===== src/rtl/vdp_reg_write_sink_if.sv =====
// Register-write bus between the copper/host sources, the write sink and the VDP register file.
interface vdp_reg_write_sink_if #(
    parameter int FIFO_DEPTH = 4
);
    localparam int LW = $clog2(FIFO_DEPTH) + 1;

    logic [5:0]    copper_write_address;
    logic [15:0]   copper_write_data;
    logic          copper_write_en;
    logic          copper_write_ready;
    logic [5:0]    host_write_address;
    logic [15:0]   host_write_data;
    logic          host_write_en;
    logic          host_write_ready;
    logic          commit_stall;
    logic [5:0]    commit_address;
    logic [15:0]   commit_data;
    logic          commit_en;
    logic          commit_source;
    logic [LW-1:0] fifo_level;

    modport master (
        output copper_write_address, copper_write_data, copper_write_en,
        output host_write_address, host_write_data, host_write_en,
        output commit_stall,
        input  copper_write_ready, host_write_ready,
        input  commit_address, commit_data, commit_en, commit_source, fifo_level
    );

    modport slave (
        input  copper_write_address, copper_write_data, copper_write_en,
        input  host_write_address, host_write_data, host_write_en,
        input  commit_stall,
        output copper_write_ready, host_write_ready,
        output commit_address, commit_data, commit_en, commit_source, fifo_level
    );
endinterface


===== src/rtl/vdp_reg_write_sink.sv =====
// VDP register-write sink: copper FIFO + host holding register, arbitrated into one commit per cycle.
// Optional copper stall statistics counter enabled by VDP_REG_WRITE_SINK_STATS_EN.
module vdp_reg_write_sink #(
    parameter int FIFO_DEPTH        = 4,
    parameter int HOST_STARVE_LIMIT = 8
) (
    input  logic                 clk,
    input  logic                 reset,
    vdp_reg_write_sink_if.slave  bus
`ifdef VDP_REG_WRITE_SINK_STATS_EN
    ,
    input  logic                 stats_clear,
    output logic [15:0]          copper_stall_count
`endif
);
    localparam int              PW      = $clog2(FIFO_DEPTH);
    localparam int              LW      = PW + 1;
    localparam logic [LW-1:0]   DEPTH_L = LW'(FIFO_DEPTH);
    localparam logic [7:0]      LIMIT   = 8'(HOST_STARVE_LIMIT);

    logic [21:0]   mem [FIFO_DEPTH];
    logic [PW-1:0] wr_ptr, rd_ptr;
    logic [LW-1:0] count;
    logic          host_full;
    logic [5:0]    host_addr;
    logic [15:0]   host_data;
    logic [7:0]    starve;
    logic          commit_en_q, commit_src_q;
    logic [5:0]    commit_addr_q;
    logic [15:0]   commit_data_q;
    logic          fifo_empty, push, pop, host_take, host_sel;

    // Ready flags come from registered state only, so a same-cycle pop never opens the FIFO.
    assign bus.copper_write_ready = (count != DEPTH_L);
    assign bus.host_write_ready   = !host_full;
    assign bus.fifo_level         = count;
    assign bus.commit_en          = commit_en_q;
    assign bus.commit_address     = commit_addr_q;
    assign bus.commit_data        = commit_data_q;
    assign bus.commit_source      = commit_src_q;

    always_comb begin
        fifo_empty = (count == '0);
        push       = bus.copper_write_en && bus.copper_write_ready;
        host_take  = bus.host_write_en && !host_full;
        host_sel   = 1'b0;
        pop        = 1'b0;
        if (!bus.commit_stall) begin
            host_sel = host_full && ((starve == LIMIT) || fifo_empty);
            pop      = !fifo_empty && !host_sel;
        end
    end

    always_ff @(posedge clk) begin
        if (push) mem[wr_ptr] <= {bus.copper_write_address, bus.copper_write_data};
    end

    always_ff @(posedge clk or posedge reset) begin
        if (reset) begin
            wr_ptr        <= '0;
            rd_ptr        <= '0;
            count         <= '0;
            host_full     <= 1'b0;
            host_addr     <= '0;
            host_data     <= '0;
            starve        <= '0;
            commit_en_q   <= 1'b0;
            commit_src_q  <= 1'b0;
            commit_addr_q <= '0;
            commit_data_q <= '0;
        end else begin
            if (push) wr_ptr <= wr_ptr + 1'b1;
            if (pop)  rd_ptr <= rd_ptr + 1'b1;
            case ({push, pop})
                2'b10:   count <= count + 1'b1;
                2'b01:   count <= count - 1'b1;
                default: count <= count;
            endcase

            if (host_take) begin
                host_full <= 1'b1;
                host_addr <= bus.host_write_address;
                host_data <= bus.host_write_data;
            end else if (host_sel) begin
                host_full <= 1'b0;
            end

            // Starvation counts copper wins only while a host write is actually waiting.
            if (!host_full || host_sel)
                starve <= '0;
            else if (pop && starve != LIMIT)
                starve <= starve + 1'b1;

            commit_en_q <= host_sel || pop;
            if (host_sel) begin
                commit_addr_q <= host_addr;
                commit_data_q <= host_data;
                commit_src_q  <= 1'b0;
            end else if (pop) begin
                commit_addr_q <= mem[rd_ptr][21:16];
                commit_data_q <= mem[rd_ptr][15:0];
                commit_src_q  <= 1'b1;
            end
        end
    end

`ifdef VDP_REG_WRITE_SINK_STATS_EN
    logic [15:0] stall_cnt;

    always_ff @(posedge clk or posedge reset) begin
        if (reset)
            stall_cnt <= '0;
        else if (stats_clear)
            stall_cnt <= '0;
        else if (bus.copper_write_en && !bus.copper_write_ready && stall_cnt != '1)
            stall_cnt <= stall_cnt + 1'b1;
    end

    assign copper_stall_count = stall_cnt;
`endif
endmodule


===== src/flat_wrapper.sv =====
// flat-port wrapper written by rule: the top's interface ports become plain ports
module vdp_reg_write_sink_flat 
#(
    parameter int FIFO_DEPTH        = 4,
    parameter int HOST_STARVE_LIMIT = 8
)
  (clk, reset, bus_copper_write_address, bus_copper_write_data, bus_copper_write_en, bus_host_write_address, bus_host_write_data, bus_host_write_en, bus_commit_stall, bus_copper_write_ready, bus_host_write_ready, bus_commit_address, bus_commit_data, bus_commit_en, bus_commit_source, bus_fifo_level);
  vdp_reg_write_sink_if #(.FIFO_DEPTH(FIFO_DEPTH)) bus_i ();
  input  logic clk;
  input  logic reset;
  input wire logic [$bits(bus_i.copper_write_address)-1:0] bus_copper_write_address;
  input wire logic [$bits(bus_i.copper_write_data)-1:0] bus_copper_write_data;
  input wire logic [$bits(bus_i.copper_write_en)-1:0] bus_copper_write_en;
  input wire logic [$bits(bus_i.host_write_address)-1:0] bus_host_write_address;
  input wire logic [$bits(bus_i.host_write_data)-1:0] bus_host_write_data;
  input wire logic [$bits(bus_i.host_write_en)-1:0] bus_host_write_en;
  input wire logic [$bits(bus_i.commit_stall)-1:0] bus_commit_stall;
  output wire logic [$bits(bus_i.copper_write_ready)-1:0] bus_copper_write_ready;
  output wire logic [$bits(bus_i.host_write_ready)-1:0] bus_host_write_ready;
  output wire logic [$bits(bus_i.commit_address)-1:0] bus_commit_address;
  output wire logic [$bits(bus_i.commit_data)-1:0] bus_commit_data;
  output wire logic [$bits(bus_i.commit_en)-1:0] bus_commit_en;
  output wire logic [$bits(bus_i.commit_source)-1:0] bus_commit_source;
  output wire logic [$bits(bus_i.fifo_level)-1:0] bus_fifo_level;
  assign bus_i.copper_write_address = bus_copper_write_address;
  assign bus_i.copper_write_data = bus_copper_write_data;
  assign bus_i.copper_write_en = bus_copper_write_en;
  assign bus_i.host_write_address = bus_host_write_address;
  assign bus_i.host_write_data = bus_host_write_data;
  assign bus_i.host_write_en = bus_host_write_en;
  assign bus_i.commit_stall = bus_commit_stall;
  assign bus_copper_write_ready = bus_i.copper_write_ready;
  assign bus_host_write_ready = bus_i.host_write_ready;
  assign bus_commit_address = bus_i.commit_address;
  assign bus_commit_data = bus_i.commit_data;
  assign bus_commit_en = bus_i.commit_en;
  assign bus_commit_source = bus_i.commit_source;
  assign bus_fifo_level = bus_i.fifo_level;
  vdp_reg_write_sink #(.FIFO_DEPTH(FIFO_DEPTH), .HOST_STARVE_LIMIT(HOST_STARVE_LIMIT)) u_core (.clk(clk), .reset(reset), .bus(bus_i));
endmodule

===== config.mk =====
export PLATFORM = sky130hd
export DESIGN_NAME = vdp_reg_write_sink_flat
export DESIGN_NICKNAME = d
export VERILOG_FILES = /design/src/rtl/vdp_reg_write_sink_if.sv /design/src/rtl/vdp_reg_write_sink.sv /design/src/flat_wrapper.sv
export SDC_FILE = /design/constraint.sdc
export NUM_CORES = 1
export LEC_CHECK = 0
export BUFFER_PORTS_ARGS = -buffer_cell sky130_fd_sc_hd__buf_2
export CAP_MARGIN = 15
export CELL_PAD_IN_SITES_DETAIL_PLACEMENT = 1
export CELL_PAD_IN_SITES_GLOBAL_PLACEMENT = 2
export CORE_ASPECT_RATIO = 0.6
export CORE_UTILIZATION = 46
export DETAILED_ROUTE_END_ITERATION = 8
export GPL_TIMING_DRIVEN = 0
export PLACE_DENSITY = 0.94
export SYNTH_ARGS = -nofsm -noshare
export SYNTH_HDL_FRONTEND = slang
export SYNTH_SLANG_ARGS = --single-unit

===== constraint.sdc =====
create_clock -name clk -period 6.1 [get_ports clk]
set_input_delay 0.305 -clock clk [delete_from_list [all_inputs] [get_ports clk]]
set_output_delay 0.305 -clock clk [all_outputs]
set_load 0.01 [all_outputs]

==> metrics <==
run status complete, no violations; fillers 1154; num rows 31; area of the mapped netlist 5960 um^2; htree depth 4; top cell type's share of synthesized area 0.443; largest family of logic cells by synthesized area multiplexers; Die W 149 um; flop2flop setup slack 3.24 ns; CP required 6.45 ns; Final Max Slew Viols 0; Post-Synth Adder-Cell Area 0.0181; first-pass GRT wire length 21700 um; Yosys top cell by area edfxtp_1; P_leak 2.83 nW; routed len/inst 22.7 um; # IOs 78; vias after detailed routing 3321; initial DRC count 193; Overall Global Routing Usage 0.229; min Tclk post-route 2.86 ns; peak supply drop 0.266 mV; nets 492; post-synthesis sequential area ratio 0.704; layout cells sized above 1 0.391; DR pass1 iterations 4; Clk Latency, worst-skew pair 0.43 ns; Cells after DPL 580; maxcap violations 0; Worst Tran Pin Value 0.859 ns; largest net degree at the start of global routing 34; P&R area growth vs syn 22.0%; DRC viols 0; Post-Syn Instances 334; Achievable Freq 350 MHz; PostCTS Resize Cnt 0; CP Class flip-flop to flip-flop; Yosys reg bits 150; max_slew headroom 0.427; clock-pin transition on the worst setup and hold timing paths 0.06 ns; Post-Synth XOR/XNOR Area 0.0191; EDFF count, synth 88; post-route ant nets 0; compound-gate portion of the synthesized area 0.0485; critical path arrival 3.21 ns; PwrDens 509 nW/um^2; post-route clock period utilization 0.469; post-synthesis simple-gate area fraction 0.0584; CTS max path bufs 2; most used flip-flop cell after synthesis edfxtp_1; routability cong. 0.796; Num CTS Buffers 17; vias in the first global route 3676; CTS tree built; Synth cell types 40; final wirelength 13900 um; RR Endpoint u_core.bus.fifo_level[2]; total grt overflow 0; TritonCTS Sinks 150; RSZ-0062 raised after global routing false; CTS Hold Bufs 0; vias per inst 5.42; worst min-delay path class primary input to async pin; Starting Density 0.483; Worst Clk Skew 0.0123 ns; count leader, synth edfxtp_1; Hold Fails Final Rpt 0; Reg2Reg Depth 11; ANT cells 0; crit path capture type flip-flop; post-CTS setup repair buffer count 0; YS warnings 0; post-DP HPWL 9470 um; Mapped Avg Cell Area 17.8 um^2; kind of start point of the critical path flip-flop; initial antenna violation count 0; worst r2r src u_core.starve[0]; Post-synth top cells edfxtp_1, dfrtp_1, mux2_2; Net Count, Synth 391; Die H 90.2 um; core box area 12300 um^2; Crit Path Max Fanout 10; Root Driver clkbuf_16; PortBufs 77; mux contribution to synthesized area 0.130; largest cells by area after synthesis edfxtp_1, dfrtp_1, mux4_2, mux2_2, o221a_1; endpoints failing setup 0; Fin Setup TNS 0 ns; Die ar. 13400 um^2; async set-reset flop share out of synthesis 0.413; final std cells w/o fill 613
-- logic make-up after synthesis --
logic type	after synthesis
buffers and inverters	27
muxes	47
AOI/OAI and AO/OA	29
and+or+nand+nor	60
DFF	150
adders and majority gates	8
xor gates and xnor gates	13
-- critical path: stages, from the launching register on --
cell and delay (ns):
dfrtp_1 0.40, inv_1 0.07, ha_1 0.19, nor4b_4 0.14, a211oi_2 0.51, buf_2 0.37
ha_1 0.24, inv_1 0.06, fa_1 0.38, xor2_1 0.16, nor2_1 0.11, xor2_1 0.15
-- placed cells by master, fill, tap and decap left out, types with 2 or more instances in the layout --
master and instances:
bufinv_16 3, nand2_1 8, nand2b_1 12, mux2_2 25
and2_1 2, buf_6 2, clkinv_4 2, xor2_1 4
xnor2_1 9, ha_1 7, clkbuf_16 17, inv_6 3
edfxtp_1 88, nor2_1 14, a221o_1 10, clkbuf_1 6
buf_4 2, nor2b_1 2, buf_1 2, buf_16 3
dfrtp_1 62, buf_2 81, and3_1 4, mux4_2 22
o221a_1 10, inv_1 11, clkinvlp_4 2, nor3_1 3
and2_0 9
-- registers in the layout, summed over array words and instances (netlist names), 2 cells and up --
signal	flops
u_core.host_data	16
u_core.wr_ptr	2
u_core.bus.fifo_level	3
u_core.starve	8
u_core.rd_ptr	2
u_core.bus.commit_data	16
u_core.mem	88
u_core.host_addr	6
u_core.bus.commit_address	6
-- layout make-up --
type                    count  area, um^2  share of cell area
plain buffers              15        85.1              0.0117
clock buffers              19         433              0.0595
clock inverters            13         169              0.0232
inverters                  12        45.0             0.00620
multi-input cells         157        1640               0.225
flip-flops and latches    150        4190               0.577
well taps                 165         206              0.0284
repair buffers             82         503              0.0692
-- layer usage --
layer  vias to the layer above  global-route usage  wire length (um)
met5                         -                   0                 0
li1                       1482                   -                 -
met2                       104               0.371              7000
met1                      1723               0.291              5880
met3                        12              0.0716               898
met4                         0              0.0825               141
-- how the worst max path moves through the flow --
stage | startpoint | endpoint | slack [ns] | cells past startpoint
finish | u_core.starve[0] | u_core.bus.fifo_level[2] | 3.24 | 11
global route | u_core.starve[0] | u_core.bus.fifo_level[2] | 3.02 | 11
CTS | u_core.starve[0] | u_core.bus.fifo_level[2] | 3.21 | 11
detailed placement | u_core.starve[0] | u_core.bus.fifo_level[2] | 3.27 | 11
global placement | u_core.starve[0] | u_core.bus.fifo_level[2] | 3.31 | 11
floorplan | u_core.starve[0] | u_core.bus.fifo_level[2] | 3.72 | 11
-- where the power goes --
group          total, mW  internal [mW]  switching, mW
registers           1.56           1.40          0.165
logic               1.07          0.530          0.538
clock network       1.07          0.649          0.422
-- stage by stage --
step           hold slack [ns]  power (mW)  setup WS, ns  utilization  instance area (um^2)
2_1_floorplan            0.404        2.23          3.72            -                  5960
6_report                0.0107        3.70          3.24        0.589                  7270
5_1_grt                 0.0578        3.87          3.02        0.589                  7270
4_1_cts                 0.0209        3.73          3.21        0.587                  7240
3_3_place_gp             0.480        2.52          3.31        0.531                  6550
3_5_place_dp             0.465        2.63          3.27        0.538                  6640
Power figures use the tool's default switching activity.
